**src/rtl/demux_stream_nway_if.sv**
```systemverilog
// Stream demux bundle: one producer-side request stream plus NUM_OUT
// consumer channels, with the select-error status that travels with them.
interface demux_stream_nway_if #(
  parameter int WIDTH   = 1,
  parameter int NUM_OUT = 4,
  parameter int SEL_W   = 2
);
  logic [WIDTH-1:0]         in_data;
  logic [SEL_W-1:0]         in_sel;
  logic                     in_bcast;
  logic                     in_valid;
  logic                     in_ready;
  logic [NUM_OUT*WIDTH-1:0] out_data;
  logic [NUM_OUT-1:0]       out_valid;
  logic [NUM_OUT-1:0]       out_ready;
  logic                     err_sel;
  logic [7:0]               drop_cnt;

  // Environment side: producer plus all consumers.
  modport master (
    output in_data, in_sel, in_bcast, in_valid, out_ready,
    input  in_ready, out_data, out_valid, err_sel, drop_cnt
  );

  // Demux side.
  modport slave (
    input  in_data, in_sel, in_bcast, in_valid, out_ready,
    output in_ready, out_data, out_valid, err_sel, drop_cnt
  );
endinterface

```
**src/rtl/demux_stream_nway.sv**
```systemverilog
// Registered 1-to-NUM_OUT stream demultiplexer with broadcast. Each channel
// owns a one-entry output register; a word is accepted only when every
// channel it targets can take it in the same edge, so broadcast is
// all-or-nothing. Unicast words with an out-of-range select are swallowed
// and counted.
module demux_stream_nway #(
  parameter int WIDTH   = 1,
  parameter int NUM_OUT = 4,
  parameter int SEL_W   = 2
) (
  input logic                clk,
  input logic                rst_n,
  demux_stream_nway_if.slave stream
);

  localparam logic [SEL_W:0] NUM_OUT_C = (SEL_W+1)'(NUM_OUT);

  logic [NUM_OUT*WIDTH-1:0] data_p0;
  logic [NUM_OUT-1:0]       valid_p0;
  logic                     err_p0;
  logic [7:0]               cnt_p0;

  logic [NUM_OUT-1:0]       free;
  logic [NUM_OUT-1:0]       load;
  logic                     sel_ok;
  logic                     sel_free;
  logic                     rdy;
  logic                     accept;
  logic                     drop;

  function automatic logic [7:0] sat_inc(input logic [7:0] v);
    return (v == 8'hFF) ? v : v + 8'd1;
  endfunction

  // A channel can take a word if empty or being drained this same edge.
  assign free   = ~valid_p0 | stream.out_ready;
  assign sel_ok = ({1'b0, stream.in_sel} < NUM_OUT_C);

  // Handshake decode: readiness, acceptance and per-channel load strobes.
  always_comb begin
    sel_free = 1'b0;
    load     = '0;
    for (int k = 0; k < NUM_OUT; k++) begin
      if (stream.in_sel == SEL_W'(k)) sel_free = free[k];
    end
    if (stream.in_bcast)  rdy = &free;
    else if (!sel_ok)     rdy = 1'b1;
    else                  rdy = sel_free;
    accept = stream.in_valid & rdy;
    for (int k = 0; k < NUM_OUT; k++) begin
      load[k] = accept & (stream.in_bcast | (stream.in_sel == SEL_W'(k)));
    end
    drop = accept & ~stream.in_bcast & ~sel_ok;
  end

  // ---- stage p0: channel registers ----
  // Valid bits: load wins over drain so a channel sustains one word per cycle.
  always_ff @(posedge clk or negedge rst_n) begin
    if (!rst_n) valid_p0 <= '0;
    else        valid_p0 <= load | (valid_p0 & ~stream.out_ready);
  end

  // Channel data: loaded on accept, otherwise held even after it drains.
  always_ff @(posedge clk or negedge rst_n) begin
    if (!rst_n) begin
      data_p0 <= '0;
    end else begin
      for (int k = 0; k < NUM_OUT; k++) begin
        if (load[k]) data_p0[k*WIDTH +: WIDTH] <= stream.in_data;
      end
    end
  end

  // Bad-select bookkeeping: sticky flag plus saturating drop counter.
  always_ff @(posedge clk or negedge rst_n) begin
    if (!rst_n) begin
      err_p0 <= 1'b0;
      cnt_p0 <= 8'd0;
    end else if (drop) begin
      err_p0 <= 1'b1;
      cnt_p0 <= sat_inc(cnt_p0);
    end
  end

  assign stream.in_ready  = rdy;
  assign stream.out_data  = data_p0;
  assign stream.out_valid = valid_p0;
  assign stream.err_sel   = err_p0;
  assign stream.drop_cnt  = cnt_p0;

endmodule

```
**src/flat_wrapper.sv**
```systemverilog
// flat-port wrapper written by rule: the top's interface ports become plain ports
module demux_stream_nway_flat 
#(
  parameter int WIDTH   = 1,
  parameter int NUM_OUT = 4,
  parameter int SEL_W   = 2
)
  (clk, rst_n, stream_in_data, stream_in_sel, stream_in_bcast, stream_in_valid, stream_out_ready, stream_in_ready, stream_out_data, stream_out_valid, stream_err_sel, stream_drop_cnt);
  demux_stream_nway_if #(.WIDTH(WIDTH), .NUM_OUT(NUM_OUT), .SEL_W(SEL_W)) stream_i ();
  input logic clk;
  input logic rst_n;
  input wire logic [$bits(stream_i.in_data)-1:0] stream_in_data;
  input wire logic [$bits(stream_i.in_sel)-1:0] stream_in_sel;
  input wire logic [$bits(stream_i.in_bcast)-1:0] stream_in_bcast;
  input wire logic [$bits(stream_i.in_valid)-1:0] stream_in_valid;
  input wire logic [$bits(stream_i.out_ready)-1:0] stream_out_ready;
  output wire logic [$bits(stream_i.in_ready)-1:0] stream_in_ready;
  output wire logic [$bits(stream_i.out_data)-1:0] stream_out_data;
  output wire logic [$bits(stream_i.out_valid)-1:0] stream_out_valid;
  output wire logic [$bits(stream_i.err_sel)-1:0] stream_err_sel;
  output wire logic [$bits(stream_i.drop_cnt)-1:0] stream_drop_cnt;
  assign stream_i.in_data = stream_in_data;
  assign stream_i.in_sel = stream_in_sel;
  assign stream_i.in_bcast = stream_in_bcast;
  assign stream_i.in_valid = stream_in_valid;
  assign stream_i.out_ready = stream_out_ready;
  assign stream_in_ready = stream_i.in_ready;
  assign stream_out_data = stream_i.out_data;
  assign stream_out_valid = stream_i.out_valid;
  assign stream_err_sel = stream_i.err_sel;
  assign stream_drop_cnt = stream_i.drop_cnt;
  demux_stream_nway #(.WIDTH(WIDTH), .NUM_OUT(NUM_OUT), .SEL_W(SEL_W)) u_core (.clk(clk), .rst_n(rst_n), .stream(stream_i));
endmodule
```
**config.mk**
```make
export PLATFORM = sky130hd
export DESIGN_NAME = demux_stream_nway_flat
export DESIGN_NICKNAME = d
export VERILOG_FILES = /design/src/rtl/demux_stream_nway_if.sv /design/src/rtl/demux_stream_nway.sv /design/src/flat_wrapper.sv
export SDC_FILE = /design/constraint.sdc
export NUM_CORES = 1
export LEC_CHECK = 0
export BUFFER_PORTS_ARGS = -buffer_cell sky130_fd_sc_hd__clkbuf_2
export CAP_MARGIN = 10
export CORE_AREA = 5 5 42 44
export DETAILED_ROUTE_END_ITERATION = 10
export DIE_AREA = 0 0 47 49
export PLACE_DENSITY_LB_ADDON = 0.15
export SYNTH_ARGS = -nofsm -noshare
export SYNTH_HDL_FRONTEND = slang
export SYNTH_SLANG_ARGS = --single-unit
```
**constraint.sdc**
```tcl
create_clock -name clk -period 2.1 [get_ports clk]
set_input_delay 0.21 -clock clk [delete_from_list [all_inputs] [get_ports clk]]
set_output_delay 0.21 -clock clk [all_outputs]
set_load 0.02 [all_outputs]
```
## After elaboration in Yosys (flattened, before gate mapping)

Index checks and enable logic that the tools add are counted.

| word-level totals | value |
|---|---|
| register bits after elaboration | 8 |
| word-level logic and storage cells | 29 |
| output and inout port bits | 18 |

| operators by class | value |
|---|---|
| reductions and logical operators | 2 |
| bitwise gates (word level) | 14 |
| equality and inequality tests | 3 |
| multiplexer cells | 5 |

Operators with widths:

| cell | number |
|---|---|
| 4-bit NOT | 2 |
| 4-bit bitwise OR | 2 |
| 1-bit AND | 5 |
| 1-bit 2-to-1 mux | 5 |
| 4-bit AND | 1 |
| 2-bit equality test (second input constant) | 2 |
| 1-bit bitwise OR | 4 |
| 4-bit AND reduction | 1 |
| 2-bit by 1-bit equality test with 1-bit output (second input constant) | 1 |
| 2-bit zero test | 1 |

## Longest topological paths before layout

| logic depth | value |
|---|---|
| word-level depth | 10 |
| depth in mapped cells | 4 |

## Worst setup path after synthesis

Ideal clock, no wire load.

| timing path | value |
|---|---|
| path kind | reg-to-reg |
| from | register u_core.valid_p0[0], in the netlist u_core.stream.out_valid[0] |
| to | register u_core.data_p0[3], in the netlist u_core.stream.out_data[3] |
| setup slack | 0.680 ns |
| buffers on the path | 0 |
| arrival | 1.292 ns |
| stages on the path, launching flop included | 5 |
| cells stage by stage | dfrtp_1 > nor2b_1 > a221oi_2 > nand4_1 > mux2_1 |

| on the way | value |
|---|---|
| word-level cells in the longest chain between the ends | 9 |
| elaborated cells between the ends (all ways) | 10 |

Ends and longest elaborated chain:

| item | line | text |
|---|---|---|
| start: declaration | demux_stream_nway.sv:19 | `logic [NUM_OUT-1:0] valid_p0;` |
| start signal: assignment | demux_stream_nway.sv:60 | `else valid_p0 <= load \| (valid_p0 & ~stream.out_ready);` |
| 4-bit NOT (*) | demux_stream_nway.sv:36 | `assign free = ~valid_p0 \| stream.out_ready;` |
| 4-bit bitwise OR (*) | demux_stream_nway.sv:36 |  |
| 1-bit 2-to-1 mux (4 in series) | demux_stream_nway.sv:44 | `if (stream.in_sel == SEL_W'(k)) sel_free = free[k];` |
| 1-bit 2-to-1 mux (*) | demux_stream_nway.sv:46 | `if (stream.in_bcast) rdy = &free;` |
| 1-bit AND (*) | demux_stream_nway.sv:49 | `accept = stream.in_valid & rdy;` |
| 1-bit AND (*) | demux_stream_nway.sv:51 | `load[k] = accept & (stream.in_bcast \| (stream.in_sel == SEL_W'(k)));` |
| end signal: indexed assignment | demux_stream_nway.sv:69 | `if (load[k]) data_p0[k*WIDTH +: WIDTH] <= stream.in_data;` |
| end: declaration | demux_stream_nway.sv:18 | `logic [NUM_OUT*WIDTH-1:0] data_p0;` |

Mark *: on every way between the ends. The rest lies on a longest branch, timed or not.
A chain may end at the register's enable or synchronous reset.

## Final worst setup path

| timing path | value |
|---|---|
| from | register u_core.valid_p0[0], in the netlist u_core.stream.out_valid[0] |
| to | output stream_in_ready |

| on the way | value |
|---|---|
| word-level cells in the longest chain between the ends | 7 |
| elaborated cells between the ends (all ways) | 8 |

Ends and longest elaborated chain:

| item | line | text |
|---|---|---|
| 4-bit NOT (*) | demux_stream_nway.sv:36 |  |
| 4-bit bitwise OR (*) | demux_stream_nway.sv:36 |  |
| 1-bit 2-to-1 mux (4 in series) | demux_stream_nway.sv:44 |  |
| 1-bit 2-to-1 mux (*) | demux_stream_nway.sv:46 |  |
| end: declaration | flat_wrapper.sv:17 | `output wire logic [$bits(stream_i.in_ready)-1:0] stream_in_ready;` |

Marks and branches as above.

==> out/metrics.yaml <==
yosys:
  ys.warnings.count: 0
  netlist_area_um2: 538
  synth.top_cell.area_share_pct: 37.2
  synth_top_area_cell: "dfrtp_1"
  synthesis.instances: 51
  seq_area_frac_synth_pct: 37.2
  synth-seq-cells: 8
  avgSynthCellArea_um2: 10.5
  post_synth_num_cell_types: 25
  synth.area.top_cells: "dfrtp_1 37%, buf_4 13%, mux2_1 8.4%"
pwr:
  p_leak_uw: 0.000327
  switching_share_pct: 37.1
  seq_power_share_pct: 39.7
  p_int_uw: 338
  power_density_nw_per_um2: 829
  power.switching_uw: 199
  peakVddDrop_uv: 448
  clkPwrFrac_pct: 20.3
  pwr-share-comb_pct: 39.9
route:
  post_drt_wl_per_cell_um: 11.2
  drt.antenna.violating_nets: 0
  drt_first_pass_iters: 2
  drc_errors: 0
  vias: 402
  detail_route.iter0.violations: 1
  vias_per_cell: 4.52
  routed_wl_um: 998
hold_path:
  min_path_type: "input port to register"
  min-delay-start: "stream_in_data"
  min_to: "u_core.stream.out_data[1]"
  min_path_cells: 2
setup_path:
  rr_worst_depth: 4
  worstSetupStartpointType: "register"
  worstPathArrival_ns: 1.24
  r2r-end: "u_core.stream.out_data[3]"
  timing.rr.start: "u_core.stream.out_valid[0]"
  path_class: "register to primary output"
  end_kind: "primary output"
  worstPathRequired_ns: 1.89
  rrSetupSlack_ns: 0.70
  path_max_fanout: 4
floorplan:
  placement_rows: 14
  coreArea_um2: 1400
  die_area_um2: 2300
  die_y_um: 49
  start_util_pct: 38.4
  ios: 29
  fp.dieW_um: 47
global_routing:
  grt-ovfl-total: 0
  antenna_found_initial: 0
  grt_max_degree: 9
  grt_usage_pct: 9.85
  grt_pass1_vias: 393
  grt_pass1_wl_um: 1690
sta:
  rsz0062_at_grt: "no"
  hold_viol: 0
  setup_viol: 0
  min_period_over_period_pct: 69.2
  period_needed_ns: 1.45
  finClkSkew_ns: 0.00225
  drv_slew: 0
  setup_tns_ns: 0
  clock.fmax_ghz: 0.688
clocking:
  cts_tree: "done"
  postCtsSetupRepairBufs: 0
  path_clk_slew_ns: 0.05
  cts_made_buffers: 3
  root_buffer: "clkbuf_4"
  cts.path.max_buffers: 2
  h-tree-depth: 1
  clock-sinks: 8
  clk_latency_ns: 0.24
cells_and_area:
  area_delta_synth_final_pct: 20.5
  final_area_um2: 648
  final_common_cell: "clkbuf_2"
  antenna_cells: 0
  drive_above_1_share_pct: 39.7
  final_cells: 89
  fin_nets: 86
  layout_common_cells: "19 x clkbuf_2, 9 x conb_1, 8 x dfrtp_1"
placed_design:
  dpl_cell_area_um2: 616
  place.gp.congestion: 0.736
  portBuffers: 19
  post-dp-hpwl_um: 889
  dp.cells: 85
status:
  outcome: "complete, no violations"
run:
  maxCapViolations: 0
critical path, cell delays in order (launching register included):
cell and delay [ns]:
dfrtp_1 0.35, nor2b_1 0.24, o2bb2ai_2 0.18, nor2_1 0.08, clkbuf_2 0.16
cells in the mapped netlist, drive strengths merged:
cell type  count
buf            9
dfrtp          8
mux2           4
nand2          3
nand2b         3
nor2b          3
inv            2
nand4          2
o21bai         2
a21oi          1
a221oi         1
and2b          1
conb           1
nor2           1
nor3           1
nor3b          1
o211a          1
o211ai         1
o21a           1
o21ai          1
o221ai         1
o2bb2ai        1
o31ai          1
or2            1
worst max path at each step:
stage                     slack (ns)                   endpoint                  startpoint  depth (start not counted)
after global routing            0.50            stream_in_ready  u_core.stream.out_valid[2]                          5
final                           0.65            stream_in_ready  u_core.stream.out_valid[0]                          4
after CTS                       0.63            stream_in_ready  u_core.stream.out_valid[0]                          4
after floorplan                 0.68  u_core.stream.out_data[3]  u_core.stream.out_valid[0]                          4
after global placement          0.66  u_core.stream.out_data[1]             stream_in_bcast                          5
after detailed placement        0.66  u_core.stream.out_data[1]             stream_in_bcast                          5
layer usage:
metal	global-route usage (%)	routed length [um]	up-vias
li1	-	-	209
met5	0	0	-
met2	12.4	466	14
met3	2.58	77	0
met4	5.53	0	0
met1	14.6	455	179
power groups by stage:
stage / clock network, uW / registers, uW / logic [uW]
5_1_grt: 131 / 219 / 236
3_3_place_gp: 0 / 215 / 215
3_5_place_dp: 0 / 217 / 215
2_1_floorplan: 0 / 263 / 105
4_1_cts: 115 / 214 / 218
6_report: 109 / 213 / 214
timing repair:
action | CTS | global route
endpoints found under the hold margin | 8 | 0
resized for setup | 0 | 0
hold buffers | 1 | 0
sequential cells by signal, indices dropped and copies added (netlist names):
signal,cells
u_core.stream.out_data,4
u_core.stream.out_valid,4
cells by family (layout without fill, tap and decap cells):
logic type	after synthesis	after routing	synth area share, %
AO/OA/AOI/OAI	11	11	21.4
multiplexers	4	4	8.37
flip-flops	8	8	37.2
other	1	9	0.697
buffers and inverters	11	25	14.0
AND/OR/NAND/NOR	16	16	18.4
final cells by class:
type                       instances  area [um2]
clock buffer                       3        22.5
tap                               16        20.0
sequential                         8         200
inverter                           2        7.51
timing repair buffer              20         105
fill                             148         753
multi-input combinational         40         293
metrics by stage:
stage	utilization [%]	total power [uW]	setup WS, ns	hold slack (ns)
after floorplan	-	368	0.680	-0.0856
after detailed placement	43.9	432	0.659	0.0672
after CTS	46.3	547	0.625	0.227
final	46.3	537	0.646	0.231
after global routing	46.3	585	0.504	0.221
after global placement	43.9	430	0.657	0.0653
No activity file was read; power rests on OpenSTA's default activity.
